### src/rtl/fifo_rr_arbiter_if.sv
// Signal bundle between fifo_rr_arbiter and its two source FIFOs plus the downstream FIFO.
// master = arbiter side, slave = FIFO/environment side.
interface fifo_rr_arbiter_if #(
    parameter int data_width = 6,
    parameter int cnt_width  = 8
);
    logic                  empty_D0;
    logic                  empty_D1;
    logic [data_width-1:0] data_in_D0;
    logic [data_width-1:0] data_in_D1;
    logic                  full_out;
    logic                  almost_full_out;
    logic                  pop_D0;
    logic                  pop_D1;
    logic                  push_out;
    logic [data_width-1:0] data_out;
    logic [cnt_width-1:0]  cnt_D0;
    logic [cnt_width-1:0]  cnt_D1;

    modport master (
        input  empty_D0, empty_D1, data_in_D0, data_in_D1, full_out, almost_full_out,
        output pop_D0, pop_D1, push_out, data_out, cnt_D0, cnt_D1
    );

    modport slave (
        output empty_D0, empty_D1, data_in_D0, data_in_D1, full_out, almost_full_out,
        input  pop_D0, pop_D1, push_out, data_out, cnt_D0, cnt_D1
    );
endinterface

### src/rtl/fifo_rr_arbiter.sv
// Round-robin drain of two source FIFOs into one downstream FIFO, with saturating per-source counters.
// Define FIFO_ARB_STRICT_PRIO_EN to give D0 strict priority instead of round-robin.
module fifo_rr_arbiter #(
    parameter int data_width = 6,
    parameter int cnt_width  = 8
) (
    input  logic                 clk,
    input  logic                 reset,
    fifo_rr_arbiter_if.master    bus
);
    typedef enum logic {
        LAST_D0 = 1'b0,
        LAST_D1 = 1'b1
    } last_t;

    last_t                last_grant_reg;
    logic                 inflight_reg;
    logic                 sel_reg;
    logic [cnt_width-1:0] cnt_reg [2];

    logic room;
    logic grant_d0;
    logic grant_d1;

    // A word already in flight will land next cycle, so almost-full leaves no room for another.
    assign room = !bus.full_out && !(bus.almost_full_out && inflight_reg);

    always_comb begin
        grant_d0 = 1'b0;
        grant_d1 = 1'b0;
        if (reset && room) begin
`ifdef FIFO_ARB_STRICT_PRIO_EN
            if (!bus.empty_D0) begin
                grant_d0 = 1'b1;
            end else if (!bus.empty_D1) begin
                grant_d1 = 1'b1;
            end
`else
            if (!bus.empty_D0 && !bus.empty_D1) begin
                if (last_grant_reg == LAST_D1) begin
                    grant_d0 = 1'b1;
                end else begin
                    grant_d1 = 1'b1;
                end
            end else if (!bus.empty_D0) begin
                grant_d0 = 1'b1;
            end else if (!bus.empty_D1) begin
                grant_d1 = 1'b1;
            end
`endif
        end
    end

    always_ff @(posedge clk or negedge reset) begin
        if (!reset) begin
            last_grant_reg <= LAST_D1;
            inflight_reg   <= 1'b0;
            sel_reg        <= 1'b0;
        end else begin
            inflight_reg <= grant_d0 || grant_d1;
            if (grant_d0) begin
                last_grant_reg <= LAST_D0;
                sel_reg        <= 1'b0;
            end else if (grant_d1) begin
                last_grant_reg <= LAST_D1;
                sel_reg        <= 1'b1;
            end
        end
    end

    generate
        for (genvar gi = 0; gi < 2; gi++) begin : g_cnt
            always_ff @(posedge clk or negedge reset) begin
                if (!reset) begin
                    cnt_reg[gi] <= '0;
                end else if (inflight_reg && (sel_reg == 1'(gi)) && (cnt_reg[gi] != '1)) begin
                    cnt_reg[gi] <= cnt_reg[gi] + 1'b1;
                end
            end
        end
    endgenerate

    assign bus.pop_D0   = grant_d0;
    assign bus.pop_D1   = grant_d1;
    assign bus.push_out = inflight_reg;
    assign bus.data_out = inflight_reg ? (sel_reg ? bus.data_in_D1 : bus.data_in_D0) : '0;
    assign bus.cnt_D0   = cnt_reg[0];
    assign bus.cnt_D1   = cnt_reg[1];
endmodule

### src/flat_wrapper.sv
// flat-port wrapper written by rule: the top's interface ports become plain ports
module fifo_rr_arbiter_flat 
#(
    parameter int data_width = 6,
    parameter int cnt_width  = 8
)
  (clk, reset, bus_empty_D0, bus_empty_D1, bus_data_in_D0, bus_data_in_D1, bus_full_out, bus_almost_full_out, bus_pop_D0, bus_pop_D1, bus_push_out, bus_data_out, bus_cnt_D0, bus_cnt_D1);
  fifo_rr_arbiter_if #(.data_width(data_width), .cnt_width(cnt_width)) bus_i ();
  input  logic clk;
  input  logic reset;
  input wire logic [$bits(bus_i.empty_D0)-1:0] bus_empty_D0;
  input wire logic [$bits(bus_i.empty_D1)-1:0] bus_empty_D1;
  input wire logic [$bits(bus_i.data_in_D0)-1:0] bus_data_in_D0;
  input wire logic [$bits(bus_i.data_in_D1)-1:0] bus_data_in_D1;
  input wire logic [$bits(bus_i.full_out)-1:0] bus_full_out;
  input wire logic [$bits(bus_i.almost_full_out)-1:0] bus_almost_full_out;
  output wire logic [$bits(bus_i.pop_D0)-1:0] bus_pop_D0;
  output wire logic [$bits(bus_i.pop_D1)-1:0] bus_pop_D1;
  output wire logic [$bits(bus_i.push_out)-1:0] bus_push_out;
  output wire logic [$bits(bus_i.data_out)-1:0] bus_data_out;
  output wire logic [$bits(bus_i.cnt_D0)-1:0] bus_cnt_D0;
  output wire logic [$bits(bus_i.cnt_D1)-1:0] bus_cnt_D1;
  assign bus_i.empty_D0 = bus_empty_D0;
  assign bus_i.empty_D1 = bus_empty_D1;
  assign bus_i.data_in_D0 = bus_data_in_D0;
  assign bus_i.data_in_D1 = bus_data_in_D1;
  assign bus_i.full_out = bus_full_out;
  assign bus_i.almost_full_out = bus_almost_full_out;
  assign bus_pop_D0 = bus_i.pop_D0;
  assign bus_pop_D1 = bus_i.pop_D1;
  assign bus_push_out = bus_i.push_out;
  assign bus_data_out = bus_i.data_out;
  assign bus_cnt_D0 = bus_i.cnt_D0;
  assign bus_cnt_D1 = bus_i.cnt_D1;
  fifo_rr_arbiter #(.data_width(data_width), .cnt_width(cnt_width)) u_core (.clk(clk), .reset(reset), .bus(bus_i));
endmodule
### config.mk
export PLATFORM = sky130hd
export DESIGN_NAME = fifo_rr_arbiter_flat
export DESIGN_NICKNAME = d
export VERILOG_FILES = /design/src/rtl/fifo_rr_arbiter_if.sv /design/src/rtl/fifo_rr_arbiter.sv /design/src/flat_wrapper.sv
export SDC_FILE = /design/constraint.sdc
export NUM_CORES = 1
export LEC_CHECK = 0
export BUFFER_PORTS_ARGS = -buffer_cell sky130_fd_sc_hd__buf_2
export CAP_MARGIN = 20
export CORE_UTILIZATION = 48
export DETAILED_ROUTE_END_ITERATION = 10
export PLACE_DENSITY = 0.79
export SLEW_MARGIN = 20
export SYNTH_ARGS = -nofsm -noshare
export SYNTH_HDL_FRONTEND = slang
export SYNTH_SLANG_ARGS = --single-unit
### constraint.sdc
create_clock -name clk -period 1.79 [get_ports clk]
set_input_delay 0 -clock clk [delete_from_list [all_inputs] [get_ports clk]]
set_output_delay 0 -clock clk [all_outputs]
set_load 0.01 [all_outputs]
### Word level (Yosys, flattened, before mapping)

Cells that the tools add are included.
W data, S select, Z words.

* register bits after elaboration: 19
* output and inout port bits: 25

* reductions and logical operators: 14
* bitwise gates (word level): 1
* multiplexer cells: 13
* $add $sub $neg: 2
* equality and inequality tests: 2

Operators with widths (number)
* $add A8 B1 Y8 const B: 2
* $ne A8 B8 Y1 const B: 2
* $mux W6: 2
* $mux W1: 11
* $logic_and A1 B1 Y1: 8
* $logic_not A1 Y1: 4
* $reduce_bool A2 Y1: 1
* $logic_or A1 B1 Y1: 1
* $not A1 Y1: 1

### Depth between registers and ports, before layout

* word-level depth: 7
* gate-level depth with buffers: 4

### Worst setup path before layout

No wires, ideal clock.

* path type: reg-to-reg
* start point: register u_core.cnt_reg (netlist bit u_core.bus.cnt_D1[0])
* end point: register u_core.cnt_reg (netlist bit u_core.bus.cnt_D1[1])
* setup slack: 0.207 ns
* stages on the path, launching flop included: 5
* arrival: 1.458 ns
* cells stage by stage: dfrtp_1 > ha_1 > nand3_1 > o31ai_2 > mux2_2

* word-level cells in the longest chain between the ends: 2
* elaborated cells between the ends (all ways): 3
* those cells by class: add/sub (1); eq/ne (1); reduce/logical (1)

Ends and longest elaborated chain
* start: declaration: RTL line fifo_rr_arbiter.sv:19 `logic [cnt_width-1:0] cnt_reg [2];`
* start signal: indexed assignment: RTL line fifo_rr_arbiter.sv:77 `cnt_reg[gi] <= cnt_reg[gi] + 1'b1;`
* parallel branches: the longest is 2 deep, another holds $add A8 B1 Y8

Several ways; the timed one is not identified.
A chain may end at the register's enable or synchronous reset.

### Final worst setup path

* start point: register u_core.inflight_reg, in the netlist u_core.bus.push_out
* end point: output bus_pop_D1

* word-level cells in the longest chain between the ends: 5

Ends and longest elaborated chain
* start: declaration: RTL line fifo_rr_arbiter.sv:17 `logic inflight_reg;`
* start signal: assignment: RTL line fifo_rr_arbiter.sv:60 `inflight_reg <= grant_d0 || grant_d1;`
* $logic_and A1 B1 Y1: RTL line fifo_rr_arbiter.sv:26 `assign room = !bus.full_out && !(bus.almost_full_out && inflight_reg);`
* $logic_not A1 Y1: RTL line fifo_rr_arbiter.sv:26
* $logic_and A1 B1 Y1: RTL line fifo_rr_arbiter.sv:26
* $logic_and A1 B1 Y1: RTL line fifo_rr_arbiter.sv:31 `if (reset && room) begin`
* $mux W1: RTL line fifo_rr_arbiter.sv:31
* end: declaration: RTL line flat_wrapper.sv:18 `output wire logic [$bits(bus_i.pop_D1)-1:0] bus_pop_D1;`

No other way between the ends.

==> impl_metrics.env <==
export IMPL_synth_top_cell_by_area="dfrtp_1"
export IMPL_areaGrowthSynthToFinish_pct=28.4
export IMPL_viasPerCell=5.40
export IMPL_yosysMostFrequentCell="dfrtp_1"
export IMPL_htree_levels=1
export IMPL_ys_seq_elements=19
export IMPL_seq_area_um2=478
export IMPL_yosysWarnings=0
export IMPL_numClockSinks=19
export IMPL_drive_gt1_share_pct=41.9
export IMPL_die_height_um=50.3
export IMPL_internal_power_w=0.000845
export IMPL_firstDrtPassIters=4
export IMPL_synth_area_leaders="dfrtp_1, mux2i_1, nor2b_1"
export IMPL_dp_hpwl_mm=1.82
export IMPL_powerDensity_mw_per_mm2=934
export IMPL_startpoint="u_core.bus.push_out"
export IMPL_start_kind="flip-flop"
export IMPL_multi_input_area_um2=616
export IMPL_synth_compound_area_share_pct=13.0
export IMPL_post_route_min_period_ns=1.68
export IMPL_critPathBufInv=1
export IMPL_routed_wl_mm=2.51
export IMPL_pin_count=43
export IMPL_sequentialPowerShare_pct=49.9
export IMPL_finalSetupViolCount=0
export IMPL_fin_setup_tns_ns=0
export IMPL_diodes=0
export IMPL_synth_nets=126
export IMPL_cp_max_fo=13
export IMPL_grt_pass1_vias=930
export IMPL_path_cells="and2_4 -> or4_4 -> a21oi_1 -> buf_2"
export IMPL_rsz0062_at_grt="no"
export IMPL_p_sw_w=0.000496
export IMPL_hold_start="bus_empty_D0"
export IMPL_detail_route_antenna_nets=0
export IMPL_timing_slew_headroom_pct=70.8
export IMPL_synth_cell_types=38
export IMPL_synthMuxAreaShare_pct=11.6
export IMPL_antenna_found_initial=0
export IMPL_initial_core_util_pct=50.6
export IMPL_die_area_mm2=0.00253
export IMPL_ys_async_sr_fraction_pct=100
export IMPL_p_leak_nw=0.739
export IMPL_synth_xor_area_share_pct=3.13
export IMPL_synth_top_family_by_area="simple AND/OR/NAND/NOR gates"
export IMPL_tightest_slew_ns=0.434
export IMPL_synthCells=106
export IMPL_numCtsBuffers=3
export IMPL_fp_coreArea_mm2=0.00221
export IMPL_synth_seq_area_share_pct=42.6
export IMPL_vias=989
export IMPL_clockRootBuffer="clkbuf_4"
export IMPL_rows=17
export IMPL_critical_path_max_stage_delay_ns=0.50
export IMPL_rr_startpoint="u_core.bus.push_out"
export IMPL_power_frac_comb_pct=33.5
export IMPL_finClkSkew_ns=0.00937
export IMPL_max_cap_viol_count=0
export IMPL_drv_slew=0
export IMPL_hold_class="input pin to flip-flop"
export IMPL_fin_nets=176
export IMPL_hold_violations=0
export IMPL_io_buffers=42
export IMPL_hold_depth=3
export IMPL_status="finished, final reports clean"
export IMPL_slowest_stage="dfrtp_2"
export IMPL_period_share_pct=93.6
export IMPL_arrival_ns=1.68
export IMPL_nFillCells=187
export IMPL_grt_pass1_wl_mm=4.18
export IMPL_crit_cells=4
export IMPL_syn_avg_cell_area_um2=10.6
export IMPL_path_clk_slew_ns=0.10
export IMPL_max_freq_mhz=597
export IMPL_track_usage_pct=21.9
export IMPL_p_sw_share_pct=37.0
export IMPL_grt_max_degree=20
export IMPL_syn_area_mm2=0.00112
export IMPL_worstPathRequired_ns=1.79
export IMPL_critPathCaptureType="primary output"
export IMPL_drt_initial_drc_count=21
export IMPL_wl_per_cell_um=13.7
export IMPL_synth_main_ff_cell="dfrtp_1"
export IMPL_synth_top_area_share_pct=40.3
export IMPL_synth_simple_gate_area_share_pct=23.7
export IMPL_drc=0
export IMPL_synth_edf_count=0
export IMPL_crit_family="simple AND/OR/NAND/NOR gates"
export IMPL_ys_top_cells_by_count="dfrtp_1, nor2b_1, a21oi_1, mux2i_1, a31oi_1"
export IMPL_grt_overflow=0
export IMPL_gp_congestion=0.778
export IMPL_crit_type="flip-flop to primary output"
export IMPL_cts_tree="done"
export IMPL_ir_worst_vdd_mv=0.723
export IMPL_chipWidth_um=50.3
export IMPL_synth_fa_ha_area_share_pct=2.24
export IMPL_clock_power_share_pct=16.6
export IMPL_clk_latency_ns=0.31
export IMPL_reg2reg_depth=3
export IMPL_clock_path_buffers=2
export IMPL_final_util_pct=64.9
-- cells in the final DEF (no fill, tap or decap), types with 2 or more instances in the layout --
master and count:
nor2b_1 9, o21ai_0 4, buf_4 2, dfrtp_1 17, and4_1 2, inv_1 4
a31oi_1 5, nand2_1 3, a21oi_1 8, nand4_1 2, xnor2_1 4, or3_1 2
ha_1 2, clkbuf_4 3, dlygate4sd3_1 4, nand3_1 3, mux2i_1 7, buf_2 42
nand2b_1 2, and2_1 2, and3_1 3, mux2_2 4
-- stage by stage --
stage	std cells	setup WS (ns)	area, µm²	hold WS [ns]	power [W]
6_report	183	0.114	1440	0.0495	0.00134
3_3_place_gp	175	0.210	1350	0.0270	0.00109
3_5_place_dp	175	0.142	1350	0.0191	0.00112
5_1_grt	183	0.0156	1440	0.0723	0.00143
4_1_cts	183	0.0681	1420	0.0297	0.00135
2_1_floorplan	106	0.207	1120	-0.296	0.000931
-- tightest hold or removal path: cells and delay by family --
family	cells	cell delay (ns)
AND/OR/NAND/NOR	1	0.07
buffers and inverters	1	0.11
multiplexers	1	0.13
-- routing by layer --
metal	part of all wire, %	track usage [%]	vias up
met1	43	26.2	469
met3	4.4	4.55	2
met5	0	0	-
li1	-	-	492
met4	0.56	4.29	0
met2	52	40.0	26
-- worst paths after layout --
kind                                         end  slack, ns
setup / recovery                      bus_pop_D1       0.11
max in group asynchronous  u_core.last_grant_reg       1.30
hold reg to reg            u_core.last_grant_reg       0.50
setup reg to reg             u_core.bus.push_out       0.12
hold / removal             u_core.last_grant_reg       0.05
min in group asynchronous   u_core.bus.cnt_D1[3]       0.22
-- power groups by stage --
stage | Sequential, W | Clock, W | Combinational [W]
3_3_place_gp | 0.000663 | 0 | 0.000428
4_1_cts | 0.000668 | 0.000235 | 0.000449
6_report | 0.000669 | 0.000223 | 0.000449
3_5_place_dp | 0.000674 | 0 | 0.000441
5_1_grt | 0.000691 | 0.000252 | 0.000492
2_1_floorplan | 0.000693 | 0 | 0.000238
-- kinds of logic (layout without fill, tap and decap cells) --
group                      after synthesis  after routing
DFF                                     19             19
muxes                                   12             12
adders and majority gates                2              2
buffers and inverters                    7             56
AOI/OAI and AO/OA                       23             23
xor gates and xnor gates                 4              4
and+or+nand+nor                         39             39
-- area by class of cell --
| type | instances | area share, % |
|---|---|---|
| clock buffer | 3 | 1.57 |
| sequential | 19 | 33.3 |
| inverter | 4 | 1.05 |
| timing repair buffer | 48 | 18.5 |
| clock inverter | 1 | 0.348 |
| multi-input combinational | 80 | 42.9 |
| tap | 28 | 2.44 |
-- timing repair --
action,4_1_cts,5_1_grt
buffers inserted,0,0
hold buffers,4,0
endpoints found under the setup margin,0,4
endpoints found under the hold margin,22,0
resized for setup,0,4
Note: power is estimated with default switching activity, not from simulation.
